## src/rtl/axi2apb_slave_regs_pkg.sv

```systemverilog
// Shared definitions for the APB control-register completer.
// Holds the FSM encoding, the offsets of the read-only registers relative to
// NUM_REGS, and the width helper for the optional wait-state counter.
package axi2apb_slave_regs_pkg;

    typedef enum logic {
        ST_IDLE   = 1'b0,
        ST_ACCESS = 1'b1
    } state_t;

    // Read-only registers sit directly above the RW bank.
    localparam int IDX_STATUS_OFS = 0;
    localparam int IDX_XFER_OFS   = 1;

    // Counter width able to hold WAIT_CYCLES; never narrower than one bit.
    function automatic int wcnt_bits(input int wait_cycles);
        return (wait_cycles < 1) ? 1 : $clog2(wait_cycles + 1);
    endfunction

endpackage

```

## src/rtl/axi2apb_slave_regs_if.sv

```systemverilog
// APB completer-side signal bundle (one pselSX/preadySX/pslverrSX/prdataSX port).
// master: drives psel/penable/pwrite/paddr/pwdata, receives prdata/pready/pslverr.
// slave:  the mirror image, used by axi2apb_slave_regs.
interface axi2apb_slave_regs_if #(
    parameter int ADDR_BITS = 8
);
    logic                 psel;
    logic                 penable;
    logic                 pwrite;
    logic [ADDR_BITS-1:0] paddr;
    logic [31:0]          pwdata;
    logic [31:0]          prdata;
    logic                 pready;
    logic                 pslverr;

    modport master (
        output psel, penable, pwrite, paddr, pwdata,
        input  prdata, pready, pslverr
    );

    modport slave (
        input  psel, penable, pwrite, paddr, pwdata,
        output prdata, pready, pslverr
    );
endinterface

```

## src/rtl/axi2apb_slave_regs_wait_cnt.sv

```systemverilog
// Wait-state counter: loads WAIT_CYCLES at setup, counts down while selected.
// Latency: zero flag is registered state, valid the cycle after the load.
// Backpressure: none; the owner holds pready low until zero is set.
// Only built when AXI2APB_SLV_WAIT_EN is defined.
`ifdef AXI2APB_SLV_WAIT_EN
module axi2apb_slave_regs_wait_cnt #(
    parameter int WAIT_CYCLES = 2,
    parameter int WCNT_BITS   = 2
) (
    input  logic clk,
    input  logic reset,
    input  logic load,
    input  logic dec,
    output logic zero
);
    logic [WCNT_BITS-1:0] wait_cnt;

    always_ff @(posedge clk or posedge reset) begin
        if (reset) begin
            wait_cnt <= '0;
        end else if (load) begin
            wait_cnt <= WCNT_BITS'(WAIT_CYCLES);
        end else if (dec && (wait_cnt != '0)) begin
            wait_cnt <= wait_cnt - 1'b1;
        end
    end

    assign zero = (wait_cnt == '0);
endmodule
`endif

```

## src/rtl/axi2apb_slave_regs.sv

```systemverilog
// APB completer with NUM_REGS RW registers plus RO status and transfer-count registers.
// Latency: setup->done is 2 clk, plus WAIT_CYCLES when AXI2APB_SLV_WAIT_EN is defined.
// Backpressure: pready held low during wait states; pslverr flags unmapped/RO-write.
// Ports: clk, reset (async, active-high), apb (slave modport), status_in (RO status
// value sampled at completion), regs_q (flat RW contents, reg i at [32*i+31:32*i]).
module axi2apb_slave_regs
    import axi2apb_slave_regs_pkg::*;
#(
    parameter int ADDR_BITS   = 8,
    parameter int NUM_REGS    = 4,
    parameter int WAIT_CYCLES = 2
) (
    input  logic                     clk,
    input  logic                     reset,
    axi2apb_slave_regs_if.slave      apb,
    input  logic [31:0]              status_in,
    output logic [NUM_REGS*32-1:0]   regs_q
);
    localparam int IDX_BITS = ADDR_BITS - 2;
    localparam logic [IDX_BITS-1:0] IDX_STATUS = IDX_BITS'(NUM_REGS + IDX_STATUS_OFS);
    localparam logic [IDX_BITS-1:0] IDX_XFER   = IDX_BITS'(NUM_REGS + IDX_XFER_OFS);

    state_t              state;
    logic [IDX_BITS-1:0] idx_q;
    logic                dir_q;      // latched pwrite
    logic [31:0]         wdata_q;
    logic [31:0]         xfer_cnt;
    logic                wait_done;
    logic                setup_vld;
    logic [31:0]         rd_dat;
    logic                is_rw, is_ro, is_err;
    logic [1:0]          paddr_lsb_unused;

    assign paddr_lsb_unused = apb.paddr[1:0];

    // A setup phase is only honoured from IDLE; psel&penable there is ignored.
    assign setup_vld = (state == ST_IDLE) && apb.psel && !apb.penable;

`ifdef AXI2APB_SLV_WAIT_EN
    axi2apb_slave_regs_wait_cnt #(
        .WAIT_CYCLES (WAIT_CYCLES),
        .WCNT_BITS   (wcnt_bits(WAIT_CYCLES))
    ) u_wait_cnt (
        .clk   (clk),
        .reset (reset),
        .load  (setup_vld),
        .dec   ((state == ST_ACCESS) && apb.psel),
        .zero  (wait_done)
    );
`else
    localparam int wait_cycles_unused = WAIT_CYCLES;
    assign wait_done = 1'b1;
`endif

    assign apb.pready = (state == ST_ACCESS) && apb.psel && apb.penable && wait_done;

    // Decode on the index latched at setup.
    assign is_rw  = (idx_q < IDX_BITS'(NUM_REGS));
    assign is_ro  = (idx_q == IDX_STATUS) || (idx_q == IDX_XFER);
    assign is_err = !(is_rw || is_ro) || (dir_q && is_ro);

    assign apb.pslverr = apb.pready && is_err;

    always_comb begin
        rd_dat = '0;
        for (int i = 0; i < NUM_REGS; i++) begin
            if (idx_q == IDX_BITS'(i)) rd_dat = regs_q[32*i +: 32];
        end
        if (idx_q == IDX_STATUS) rd_dat = status_in;
        if (idx_q == IDX_XFER)   rd_dat = xfer_cnt;   // pre-increment value
    end

    assign apb.prdata = (apb.pready && !dir_q && !is_err) ? rd_dat : '0;

    always_ff @(posedge clk or posedge reset) begin
        if (reset) begin
            state    <= ST_IDLE;
            idx_q    <= '0;
            dir_q    <= 1'b0;
            wdata_q  <= '0;
            xfer_cnt <= '0;
            regs_q   <= '0;
        end else begin
            case (state)
                ST_IDLE: begin
                    if (setup_vld) begin
                        state   <= ST_ACCESS;
                        idx_q   <= apb.paddr[ADDR_BITS-1:2];
                        dir_q   <= apb.pwrite;
                        wdata_q <= apb.pwdata;
                    end
                end
                ST_ACCESS: begin
                    if (!apb.psel) begin
                        // Aborted transfer: nothing commits, nothing is counted.
                        state <= ST_IDLE;
                    end else if (apb.pready) begin
                        state    <= ST_IDLE;
                        xfer_cnt <= xfer_cnt + 32'd1;
                        if (dir_q && is_rw) begin
                            for (int i = 0; i < NUM_REGS; i++) begin
                                if (idx_q == IDX_BITS'(i)) regs_q[32*i +: 32] <= wdata_q;
                            end
                        end
                    end
                end
                default: state <= ST_IDLE;
            endcase
        end
    end
endmodule
```

## src/flat_wrapper.sv

```systemverilog
// flat-port wrapper written by rule: the top's interface ports become plain ports
module axi2apb_slave_regs_flat import axi2apb_slave_regs_pkg::*;
#(
    parameter int ADDR_BITS   = 8,
    parameter int NUM_REGS    = 4,
    parameter int WAIT_CYCLES = 2
)
  (clk, reset, status_in, regs_q, apb_psel, apb_penable, apb_pwrite, apb_paddr, apb_pwdata, apb_prdata, apb_pready, apb_pslverr);
  axi2apb_slave_regs_if #(.ADDR_BITS(ADDR_BITS)) apb_i ();
  input  logic clk;
  input  logic reset;
  input  logic [31:0] status_in;
  output logic [NUM_REGS*32-1:0] regs_q;
  input wire logic [$bits(apb_i.psel)-1:0] apb_psel;
  input wire logic [$bits(apb_i.penable)-1:0] apb_penable;
  input wire logic [$bits(apb_i.pwrite)-1:0] apb_pwrite;
  input wire logic [$bits(apb_i.paddr)-1:0] apb_paddr;
  input wire logic [$bits(apb_i.pwdata)-1:0] apb_pwdata;
  output wire logic [$bits(apb_i.prdata)-1:0] apb_prdata;
  output wire logic [$bits(apb_i.pready)-1:0] apb_pready;
  output wire logic [$bits(apb_i.pslverr)-1:0] apb_pslverr;
  assign apb_i.psel = apb_psel;
  assign apb_i.penable = apb_penable;
  assign apb_i.pwrite = apb_pwrite;
  assign apb_i.paddr = apb_paddr;
  assign apb_i.pwdata = apb_pwdata;
  assign apb_prdata = apb_i.prdata;
  assign apb_pready = apb_i.pready;
  assign apb_pslverr = apb_i.pslverr;
  axi2apb_slave_regs #(.ADDR_BITS(ADDR_BITS), .NUM_REGS(NUM_REGS), .WAIT_CYCLES(WAIT_CYCLES)) u_core (.clk(clk), .reset(reset), .apb(apb_i), .status_in(status_in), .regs_q(regs_q));
endmodule
```

## config.mk

```make
export PLATFORM = sky130hd
export DESIGN_NAME = axi2apb_slave_regs_flat
export DESIGN_NICKNAME = d
export VERILOG_FILES = /design/src/rtl/axi2apb_slave_regs_pkg.sv /design/src/rtl/axi2apb_slave_regs_if.sv /design/src/rtl/axi2apb_slave_regs_wait_cnt.sv /design/src/rtl/axi2apb_slave_regs.sv /design/src/flat_wrapper.sv
export SDC_FILE = /design/constraint.sdc
export NUM_CORES = 1
export LEC_CHECK = 0
export ABC_AREA = 1
export CAP_MARGIN = 20
export CORE_MARGIN = 4
export CORE_UTILIZATION = 54
export DETAILED_ROUTE_END_ITERATION = 12
export GPL_TIMING_DRIVEN = 0
export PLACE_DENSITY = 0.87
export SLEW_MARGIN = 15
export SYNTH_ARGS = -nofsm -noshare
export SYNTH_HDL_FRONTEND = slang
export SYNTH_SLANG_ARGS = --single-unit
```

## constraint.sdc

```tcl
create_clock -name clk -period 10.25 [get_ports clk]
set_input_delay 2.05 -clock clk [delete_from_list [all_inputs] [get_ports clk]]
set_output_delay 2.05 -clock clk [all_outputs]
set_load 0.02 [all_outputs]
```

==> metrics.txt <==
Hold-fix buffers, CTS=0; fmax=146 MHz; Worst Hold Slack=slightly below 0.5 ns; largest fanout on the critical path=10; Reg-to-Reg End=u_core.regs_q[120]; Post-CTS Setup Inserts=0; mapped cell area=9600 sq um; Req. time, crit path=8.20 ns; CTS resizes=0; clock skew=~0.012 ns; Global Route Usage Sum=~34%; Int Power=1.27 mW; fin crit share=66.7%; CP Depth=10; r2r setup slk=8.19 ns; Nets=1567; core area=17400 sq um; Yosys Warn Count=0; crit path max-delay cell type=clkdlybuf4s50_1; Logic pwr share=11.6%; Die Wd=141 um; Sw Pwr=0.505 mW; maximum VDD drop=0.123 mV; Seq cells post-synth=200; first-pass GRT wire length=around 53000 um; Final Hold Fails=0; Seq/Total Area, Yosys=52.1%; TritonCTS buffer count=17; Port Buffers=236; cells after synthesis=between 1000 and 1500; die area=20000 sq um; Iter 0 DRT Violations=963; Net Sw Frac=28.5%; Seq pwr share=between 40 and 50%; status=complete, no violations; setup violators final=0; Relative slew margins=a little over half; Post-DP HPWL=25100 um; Hold Startpoint=u_core.xfer_cnt[31]; syn_nets=1311; Initial Utilization=a little under three fifths; Max-Cap Viols=0; Total Wirelength=roughly 34000 um; CTS sink cnt=200; WP data arrival=4.78 ns; worst-path cell chain=clkdlybuf4s50_1 > nand3_1 > buf_2 > inv_1 > nand2_1 > nor2_4 > buf_6 > nand2_1 > nor2_1 > clkdlybuf4s50_1; Clock Latency Late Sink=approximately 0.45 ns; worst-case clock buffer depth=2; H-tree levels=4; Avg Inst Size Synth=7.79 sq um; CP endpoint=apb_prdata[11]; vias in the first global route=9756; startpoint types=primary input; CP Buf/Inv Count=5; GPL Wtd Cong=between 0.9 and 1; die height=141 um; fraction of layout cells with a size suffix above 1=5.06%; CP endpoint kind=output port; Final Max Tran Viols=0; Clock power frac=39.4%; vias per inst=around 5.7; drt pass-1 iters=6; fin crit period=approximately 6.8 ns; Clock Pin Slew Worst Setup and Hold Paths=~0.08 ns; vias=around 10000; Root Driver=clkbuf_16; total DRC errors in the routed layout=0; setup TNS=0 ns; kind of critical path=in -> out; RSZ-0062 raised after global routing=no; Power per Cell Area=137 nW/um^2; distinct cell type count after synthesis=31; RR Startpoint=u_core.idx_q[5]; antenna-violating nets left=0; DR WL/cell=19.8 um; Ports=between 200 and 250; CP Launch Point=apb_penable; actual slew at the worst max-slew pin=0.709 ns; Area after DPL=12300 sq um; CTS tree=done; CP top delay family=buffers and inverters; slowest stage delay, CP=0.64 ns; Design Area, Final=12900 sq um; Layout Area Growth over Synthesis=34.4%; Pleak=5.85 nW; initial antenna violation count=1; # rows=between 40 and 50; remaining global-route overflow=0; worst hold path class=reg -> reg; cell depth of the worst flop-to-flop path=7; pin count of the biggest net entering global routing=102
## cell usage after synthesis, drive strengths merged
cell type	number	share of area [%]
o211ai	10	0.78
or2	3	0.20
nand3b	2	0.16
inv	82	3.2
buf	20	1.5
ha	1	0.13
xor2	17	1.6
o21ai	141	7.4
nor2	155	6.5
nor3	19	1.1
nand3	41	2.2
mux2	1	0.12
and3	2	0.13
dfrtp	200	52
xnor2	6	0.55
nand2	411	16
and2	1	0.065
a21oi	69	3.6
clkbuf	38	1.5
nand4	14	0.91
## per-stage QoR
step | total power [mW] | utilization (%) | setup WS (ns) | instances
2_1_floorplan | 0.986 | - | 2.75 | 1233
3_3_place_gp | 1.08 | 70.5 | 0.374 | 1694
3_5_place_dp | 1.09 | 70.7 | 3.54 | 1695
4_1_cts | 1.77 | 74.3 | 3.50 | 1727
5_1_grt | 1.84 | 74.3 | 3.35 | 1728
6_report | 1.77 | 74.3 | 3.42 | 1728
## layout make-up
type / instances / area [sq um]
Sequential cell: 200 / 5000
Tap cell: 225 / 282
Multi-Input combinational cell: 893 / 4000
Inverter: 82 / 315
Clock buffer: 18 / 439
Clock inverter: 14 / 178
Buffer: 58 / 285
Timing Repair Buffer: 237 / 2390
Fill cell: 1314 / 4460
Antenna cell: 1 / 2.50
## power by group through the flow
stage | clock, mW | combinational (mW) | sequential (mW)
2_1_floorplan | 0 | 0.0993 | 0.886
3_3_place_gp | 0 | 0.196 | 0.881
3_5_place_dp | 0 | 0.203 | 0.882
4_1_cts | 0.698 | 0.204 | 0.867
5_1_grt | 0.737 | 0.225 | 0.874
6_report | 0.699 | 0.205 | 0.868
## worst min-delay path, stage by stage, from the launching register on
cell,delay (ns)
dfrtp_1,0.35
nand2_1,0.05
nand2_1,0.06
## routing by layer
metal | GRT usage (%) | wire length, um | vias to the layer above
met5 | 0 | 0 | -
met4 | 15.5 | 1430 | 0
met3 | 7.11 | 3080 | 95
met2 | 55.2 | 16200 | 559
met1 | 45.6 | 13400 | 4668
li1 | - | - | 4462
## cell usage in the layout, fill, tap and decap left out, types with 18 or more instances in the layout
master / synthesis / layout
dfrtp_1: 200 / 200
inv_1: 82 / 81
o21ai_1: 36 / 36
nor2_1: 146 / 146
o21ai_0: 104 / 104
nor3_1: 18 / 18
a21oi_1: 69 / 69
nand3_1: 40 / 40
nand2_1: 404 / 404
clkbuf_1: 38 / 38
clkdlybuf4s50_1: 0 / 236
## state kept, by name, indices dropped and copies added, names as in the netlist
register and flops:
u_core.wdata_q 32, u_core.regs_q 128, u_core.state 1, u_core.xfer_cnt 32
u_core.dir_q 1, u_core.idx_q 6
## how the worst min path moves through the flow
| stage | end | slack [ns] | depth (start not counted) |
|---|---|---|---|
| floorplan | u_core.xfer_cnt[31] | 0.45 | 2 |
| detailed placement | u_core.xfer_cnt[31] | 0.47 | 2 |
| CTS | u_core.xfer_cnt[31] | 0.49 | 2 |
| global placement | u_core.xfer_cnt[31] | 0.47 | 2 |
| finish | u_core.xfer_cnt[31] | 0.49 | 2 |
| global route | u_core.xfer_cnt[31] | 0.53 | 2 |
## cells by family (layout without fill, tap and decap cells)
| group | Yosys count | in the layout | share of synthesized area (%) |
|---|---|---|---|
| adder cells (fa/ha/maj) | 1 | 1 | 0.130 |
| AO/OA/AOI/OAI | 220 | 220 | 11.8 |
| multiplexers | 1 | 1 | 0.117 |
| other | 0 | 1 | 0 |
| AND/OR/NAND/NOR | 648 | 648 | 27.6 |
| flip-flops | 200 | 200 | 52.1 |
| buffers and inverters | 140 | 409 | 6.18 |
| XOR/XNOR | 23 | 23 | 2.10 |
Note: power is estimated with default switching activity, not from simulation.
